==> src/rtl/pc_sequencer.sv <==
// PC sequencer: boot, fetch, execute, update, fault and halt control for the PC register.
// Every output is a flop loaded with the value that belongs to the state being entered.
module pc_sequencer #(
    parameter logic [31:0] RESET_VECTOR = 32'h00000000,
    parameter logic [31:0] EXC_VECTOR   = 32'h00000180,
    parameter int unsigned MEM_TIMEOUT  = 15
) (
    input  logic        Clock_in,
    input  logic        Signal_reset,
    input  logic [31:0] Pc_in,
    input  logic        Mem_ready,
    input  logic        Exec_done,
    input  logic        Jump_req,
    input  logic [31:0] Jump_target,
    input  logic        Branch_req,
    input  logic        Branch_taken,
    input  logic [31:0] Branch_target,
    input  logic        Stall,
    input  logic        Halt_req,
    output logic [31:0] Pc_next,
    output logic        Pc_write,
    output logic        Fetch_req,
    output logic [2:0]  State,
    output logic        Fault
);

    typedef enum logic [2:0] {
        BOOT   = 3'd0,
        FETCH  = 3'd1,
        EXEC   = 3'd2,
        UPDATE = 3'd3,
        FAULT  = 3'd4,
        HALT   = 3'd5
    } state_e;

    localparam logic [7:0] WAIT_LAST = 8'(MEM_TIMEOUT - 1);

    state_e      state_q;
    logic [31:0] pc_next_q;
    logic        pc_write_q;
    logic        fetch_q;
    logic        fault_q;
    logic [7:0]  wait_q;

    logic [31:0] target_d;
    logic        misaligned_d;

    always_comb begin
        target_d = Pc_in + 32'd4;
        if (Jump_req) begin
            target_d = Jump_target;
        end else if (Branch_req && Branch_taken) begin
            target_d = Branch_target;
        end
        misaligned_d = (target_d[1:0] != 2'b00);
    end

    // BOOT spends one cycle idle after reset, then one cycle presenting the write.
    always_ff @(posedge Clock_in) begin
        if (Signal_reset) begin
            state_q    <= BOOT;
            pc_next_q  <= '0;
            pc_write_q <= 1'b0;
            fetch_q    <= 1'b0;
            fault_q    <= 1'b0;
            wait_q     <= '0;
        end else if (Stall && state_q != BOOT) begin
            pc_write_q <= 1'b0;
            fetch_q    <= 1'b0;
        end else begin
            pc_write_q <= 1'b0;
            fetch_q    <= 1'b0;
            case (state_q)
                BOOT: begin
                    if (!pc_write_q) begin
                        pc_write_q <= 1'b1;
                        pc_next_q  <= RESET_VECTOR;
                    end else begin
                        state_q <= FETCH;
                        fetch_q <= 1'b1;
                        wait_q  <= '0;
                    end
                end
                FETCH: begin
                    if (Mem_ready) begin
                        state_q <= EXEC;
                    end else if (wait_q == WAIT_LAST) begin
                        state_q    <= FAULT;
                        pc_next_q  <= EXC_VECTOR;
                        pc_write_q <= 1'b1;
                        fault_q    <= 1'b1;
                        wait_q     <= '0;
                    end else begin
                        wait_q  <= wait_q + 8'd1;
                        fetch_q <= 1'b1;
                    end
                end
                EXEC: begin
                    if (Exec_done) begin
                        pc_write_q <= 1'b1;
                        if (misaligned_d) begin
                            state_q   <= FAULT;
                            pc_next_q <= EXC_VECTOR;
                            fault_q   <= 1'b1;
                        end else begin
                            state_q   <= UPDATE;
                            pc_next_q <= target_d;
                        end
                    end
                end
                UPDATE: begin
                    if (Halt_req) begin
                        state_q <= HALT;
                    end else begin
                        state_q <= FETCH;
                        fetch_q <= 1'b1;
                        wait_q  <= '0;
                    end
                end
                FAULT: begin
                    state_q <= FETCH;
                    fetch_q <= 1'b1;
                    wait_q  <= '0;
                end
                HALT: begin
                    state_q <= HALT;
                end
                default: begin
                    state_q <= BOOT;
                end
            endcase
        end
    end

    assign Pc_next   = pc_next_q;
    assign Pc_write  = pc_write_q;
    assign Fetch_req = fetch_q;
    assign State     = state_q;
    assign Fault     = fault_q;

endmodule

==> config.mk <==
export PLATFORM = sky130hd
export DESIGN_NAME = pc_sequencer
export DESIGN_NICKNAME = d
export VERILOG_FILES = /design/src/rtl/pc_sequencer.sv
export SDC_FILE = /design/constraint.sdc
export NUM_CORES = 1
export LEC_CHECK = 0
export ABC_AREA = 1
export CAP_MARGIN = 20
export CORE_MARGIN = 2
export CORE_UTILIZATION = 46
export CTS_BUF_LIST = sky130_fd_sc_hd__clkbuf_4
export DETAILED_ROUTE_END_ITERATION = 8
export HOLD_SLACK_MARGIN = 0.03
export PLACE_DENSITY = 0.83
export RECOVER_POWER = 100
export SKIP_CTS_REPAIR_TIMING = 1
export SLEW_MARGIN = 5
export SYNTH_ARGS = -nofsm -noshare
export SYNTH_HDL_FRONTEND = slang
export SYNTH_SLANG_ARGS = --single-unit
==> constraint.sdc <==
create_clock -name Clock_in -period 2.2 [get_ports Clock_in]
set_input_delay 0.44 -clock Clock_in [delete_from_list [all_inputs] [get_ports Clock_in]]
set_output_delay 0.44 -clock Clock_in [all_outputs]
set_load 0.005 [all_outputs]
==> flow_summary.yaml, run 1 <==
routing:
  num_vias: 4786
  drt-total-wl_um: 13300
  wire_per_inst_um: 14.2
  drc_errors: 0
  ant_nets: 0
  drt_first_iter_violations: 261
  viasPerCell: 5.13
  drtPass1Iterations: 5
timing:
  period_minus_slack_ps: 1980
  fmax_ghz: 0.505
  hold_viol: 0
  worst_pin_slew_ps: 411
  fin_crit_sh: 0.900
  slew_headroom: 0.726
  hold_ws_ps: 460
  rsz0062_at_grt: "no"
  setup_tns_ps: 0
  fin_skew_ps: 28.3
  final-setup-viol-count: 0
  finalMaxSlewViolations: 0
  final.setup.worst_slack_ps: 221
yosys:
  yosys.area.top_type_share: 0.248
  syn_area_per_cell_um2: 5.59
  ys_async_sr_fraction: 0
  syn_inst: 664
  synth_area_leaders: "dfxtp_1 25%, nand2_1 24%, nor2_1 8.7%"
  ys_ff_latch: 46
  synthesis.area_mm2: 0.00371
  synth_fp_nets: 772
  synthTopCellsByCount: "241 x nand2_1, 86 x nor2_1, 70 x inv_1"
  ys_seq_area_frac: 0.248
  yosysMostFrequentCell: "nand2_1"
  synthMuxAreaShare: 0
  yosysWarnings: 0
  synth_cell_types: 32
  yosysTopAreaCell: "dfxtp_1"
  post_synth_xor_area_fraction: 0.0165
  synth-simple-area-share: 0.496
  synth_edf_count: 0
  synth_compound_area_frac: 0.115
  yosys.area_share.adder: 0.0101
  synth_ff_type: "dfxtp_1"
  synth_top_family_by_area: "simple AND/OR/NAND/NOR gates"
power:
  powerDensity_mw_per_mm2: 552
  p_clk_frac: 0.193
  p_total_mw: 3.04
  p_switching_mw: 1.30
  leakage_nw: 2.50
  pwr-share-seq: 0.313
  internal_power_mw: 1.75
  comb_power_share: 0.494
  swShare: 0.426
  peakVddDrop_v: 0.000556
worst_setup_path:
  cp.arrival_ps: 2300
  cp_top_family: "simple AND/OR/NAND/NOR gates"
  crit_chain: "inv_1 > nor2_2 > nand2_1 > inv_1 > nand2_1 > nand2_2 > nand2_4 > nor2_4 > nand3_1 > a21oi_1"
  path_buf_inv: 2
  cp.required_ps: 2520
  max_stage_delay_ps: 490
  critical_path_class: "flip-flop to flip-flop"
  worstSetupEndpointType: "flip-flop"
  worst_path_max_delay_cell: "dfxtp_1"
  path_max_fanout: 12
  start_kind: "flip-flop"
cells_and_area:
  seqCellArea_um2: 921
  instances_no_fill: 933
  utilization: 0.709
  fillers: 720
  syn_to_final_growth_pct: 48.5
  finalInstanceArea_mm2: 0.00551
  n_antenna_cell: 0
  multi_input_area_mm2: 0.00236
  drive_above_1_share: 0.0927
  nNetsFinal: 938
global_route:
  grt_overflow: 0
  grt_start_max_net_pins: 38
  grt_util_all_layers: 0.300
  antenna_found_initial: 0
  grt_pass1_wl_um: 21100
  grt_pass1_vias: 4533
clock_network:
  path_clk_slew_ps: 160
  cts_tree: "done"
  clock_sinks: 46
  h-tree-depth: 2
  clk_latency_ps: 400
  cts_buffer_depth: 2
  cts-buffers-inserted: 5
  root_buffer: "clkbuf_4"
floorplan:
  fp.coreArea_mm2: 0.00777
  start_util: 0.478
  num_rows: 32
  pin_count: 143
  dieArea_mm2: 0.00880
  fp.dieW_um: 93.8
  die_y_um: 93.8
place:
  dp_hpwl_um: 10500
  place.gp.congestion: 0.952
  port_buffers: 142
  dpl.cell_count: 925
  dpl-instance-area_mm2: 0.00544
  dpl_worst_slack_ps: -116
outcome:
  status: "completed"
worst_hold_path:
  hold_path_class: "flip-flop to flip-flop"
run:
  cap_violations: 0
[logic make-up (layout without fill, tap and decap cells)]
family,after synthesis,after routing
AO/OA/AOI/OAI,76,76
XOR/XNOR,7,7
adder cells (fa/ha/maj),3,3
buffers and inverters,99,266
flip-flops,46,46
AND/OR/NAND/NOR,433,433
[final timing paths]
kind / start / end / slack (ps) / cells after the start
worst max-delay path: State[0] / Pc_next[14] / 220 / 10
worst min-delay path: Pc_next[1] / Pc_next[1] / 460 / 2
worst max register to register: State[0] / Pc_next[14] / 220 / 10
worst min register to register: Pc_next[1] / Pc_next[1] / 460 / 2
[worst reg2reg max path: cells and delay by family (launching register included)]
family          cells  cell delay, ps
compound gates      1             160
buf+inv             2             250
flops               1             490
simple gates        7            1020
[per-layer routing]
layer	global-route usage	up-vias	wire [µm]
met5	0	-	0
met3	0.0514	33	1070
met1	0.375	2110	5570
li1	-	2413	-
met4	0.0894	0	393
met2	0.525	230	6230
[power by group through the flow]
stage	clock network [mW]	registers (mW)	logic (mW)
after global placement	0	0.966	1.48
final	0.587	0.952	1.50
after global routing	0.615	0.959	1.66
after floorplan	0	0.964	0.977
after CTS	0.588	0.953	1.52
after detailed placement	0	0.970	1.51
[cell type report]
class	count	area share
tap	102	0.0232
timing repair buffer	183	0.315
clock inverter	3	0.00886
inverter	75	0.0511
multi-input combinational	519	0.428
clock buffer	5	0.00681
sequential	46	0.167
[state kept, by name, summed over array words and instances (netlist names)]
name and count:
Fault 1, Fetch_req 1, Pc_next 32, Pc_write 1, State 3, wait_q 8
[cell usage in the layout, fill, tap and decap left out, types with 4 or more instances in the layout]
cell type / count
clkdlybuf4s50_1: 104
nor2_1: 86
buf_4: 36
dlygate4sd3_1: 38
xor2_1: 7
nor2_2: 4
nand2_1: 242
or2_2: 9
dfxtp_1: 46
a21oi_1: 43
o21bai_1: 10
nor3_1: 12
inv_1: 72
clkbuf_4: 8
o21ai_0: 14
nor3_2: 6
nand2_2: 4
nand3_1: 63
(Power assumes the default switching activity.)
==> run 2: changes to the inputs <==
--- a/config.mk
+++ b/config.mk
@@ -11,6 +11,7 @@
 export CORE_UTILIZATION = 46
 export CTS_BUF_LIST = sky130_fd_sc_hd__clkbuf_4
 export DETAILED_ROUTE_END_ITERATION = 8
+export GPL_TIMING_DRIVEN = 0
 export HOLD_SLACK_MARGIN = 0.03
 export PLACE_DENSITY = 0.83
 export RECOVER_POWER = 100
==> flow_summary.yaml, run 2 (synthesis gave the netlist of run 1 again) <==
place:
  port_buffers: 141
  dp_hpwl_um: 10700
  dpl.cell_count: 907
  dpl-instance-area_mm2: 0.00525
  dpl_worst_slack_ps: -344
  place.gp.congestion: 0.910
worst_setup_path:
  r2r_slack_ps: 190
  cp.required_ps: 2500
  path_max_fanout: 5
  worstSetupEndpointType: "flip-flop"
  cpMostUsedCell: "nand2_1"
  worstReg2RegEnd: "Pc_next[9]"
  max_stage_delay_ps: 540
  worst_path_max_delay_cell: "clkdlybuf4s50_1"
  worstReg2RegStart: "State[0]"
  cp.arrival_ps: 2360
  crit_chain: "clkdlybuf4s50_1 > ha_1 > nand2_1 > nor2_2 > nand2_1 > nor2_2 > nand2_1 > nand2_1 > nand3_1 > nand2_1 > nand2_1 > a21oi_1"
  start_kind: "input port"
  r2r_cells: 11
  critical_path_class: "input port to flip-flop"
clock_network:
  clock_sinks: 46
  path_clk_slew_ps: 150
  cts-buffers-inserted: 5
  root_buffer: "clkbuf_4"
  clk_latency_ps: 360
  cts_buffer_depth: 2
  h-tree-depth: 2
  cts_tree: "done"
timing:
  fin_crit_sh: 0.938
  final-setup-viol-count: 0
  fin_skew_ps: 9.42
  worst_pin_slew_ps: 634
  final.setup.worst_slack_ps: 137
  period_minus_slack_ps: 2060
  slew_headroom: 0.577
  fmax_ghz: 0.485
  hold_viol: 0
  rsz0062_at_grt: "no"
  finalMaxSlewViolations: 0
floorplan:
  num_rows: 32
  fp.coreArea_mm2: 0.00777
  pin_count: 143
  fp.dieW_um: 93.8
  die_y_um: 93.8
  start_util: 0.478
  dieArea_mm2: 0.00880
run:
  cap_violations: 0
global_route:
  busiest_layer: "met2"
  grt_start_max_net_pins: 16
  grt_pass1_vias: 4406
  antenna_found_initial: 0
  grt_pass1_wl_um: 20800
  met1_usage: 0.394
  gr-usage-met2: 0.510
  grt_overflow: 0
  grt_util_all_layers: 0.297
  met3_usage: 0.0449
routing:
  num_vias: 4742
  wire_per_inst_um: 14.4
  viasPerCell: 5.18
  drt-total-wl_um: 13200
  ant_nets: 0
  drtPass1Iterations: 5
  drt_first_iter_violations: 381
  drc_errors: 0
cells_and_area:
  syn_to_final_growth_pct: 42.2
  drive_above_1_share: 0.0566
  most-common-layout-cells: "244 x nand2_1, 103 x clkdlybuf4s50_1, 86 x nor2_1"
  finalInstanceArea_mm2: 0.00528
  largest_register_ffs: 32
  final_common_cell: "nand2_1"
  n_antenna_cell: 0
  nNetsFinal: 920
  instances_no_fill: 915
worst_hold_path:
  hp-start: "Pc_next[1]"
  hold_path_class: "flip-flop to flip-flop"
  hold_depth: 2
  whs_endpoint: "Pc_next[1]"
power:
  comb_power_share: 0.533
  powerDensity_mw_per_mm2: 557
  p_switching_mw: 1.30
  p_clk_frac: 0.145
  leakage_nw: 2.36
  internal_power_mw: 1.64
  swShare: 0.443
  pwr-share-seq: 0.322
  peakVddDrop_v: 0.000459
outcome:
  status: "completed"
run 2: cell count changes in the layout (fill, tap and decap cells not counted), moves of 2 or more:
cell and delta:
clkbuf_4 -3, buf_1 +2, nand2_2 -2, nand2_1 +2, clkinv_2 +2, buf_6 +4
buf_2 +2, clkbuf_1 +11, buf_4 -34, clkbuf_2 +2
run 2: power groups by stage:
stage	registers, mW	clock network (mW)	logic [mW]
after floorplan	0.964	0	0.977
after global placement	0.963	0	1.56
after detailed placement	0.967	0	1.59
after CTS	0.950	0.436	1.60
after global routing	0.955	0.477	1.71
final	0.946	0.425	1.57
run 2: worst max-delay path, delay by kind of cell:
kind,cells,cell delay (ps)
compound gates,1,110
fa+ha+maj,1,210
buf+inv,1,540
simple gates,9,1060
run 2: how the worst max path moves through the flow:
stage / start / to / depth (start not counted)
floorplan: Pc_in[2] / Pc_next[26] / 11
global placement: Pc_in[2] / Pc_next[18] / 11
detailed placement: Pc_in[2] / Pc_next[26] / 12
CTS: Pc_in[2] / Pc_next[26] / 12
global route: Branch_req / Pc_next[20] / 11
finish: Pc_in[2] / Pc_next[22] / 12
run 2: area by class of cell:
class	count	area [µm²]
well taps	102	128
inverters	75	282
plain buffers	24	133
flip-flops and latches	46	921
fillers	731	2490
repair buffers	141	1410
multi-input cells	519	2350
clock buffers	5	37.5
clock inverters	3	18.8
run 2: per-stage QoR:
stage / TNS (ps) / hold WS [ps] / util / total power [mW]
after floorplan: 0 / 441 / - / 1.94
after global placement: -2150 / 433 / 0.676 / 2.53
after detailed placement: -2890 / 441 / 0.676 / 2.56
after CTS: 0 / 463 / 0.683 / 2.99
after global routing: 0 / 487 / 0.679 / 3.14
final: 0 / 459 / 0.679 / 2.94
run 2: per-layer routing:
layer | wire [µm] | up-vias | part of all wire
met4 | 210 | 0 | 0.016
met3 | 939 | 20 | 0.071
met5 | 0 | - | 0
li1 | - | 2384 | -
met1 | 5790 | 2130 | 0.44
met2 | 6250 | 208 | 0.47
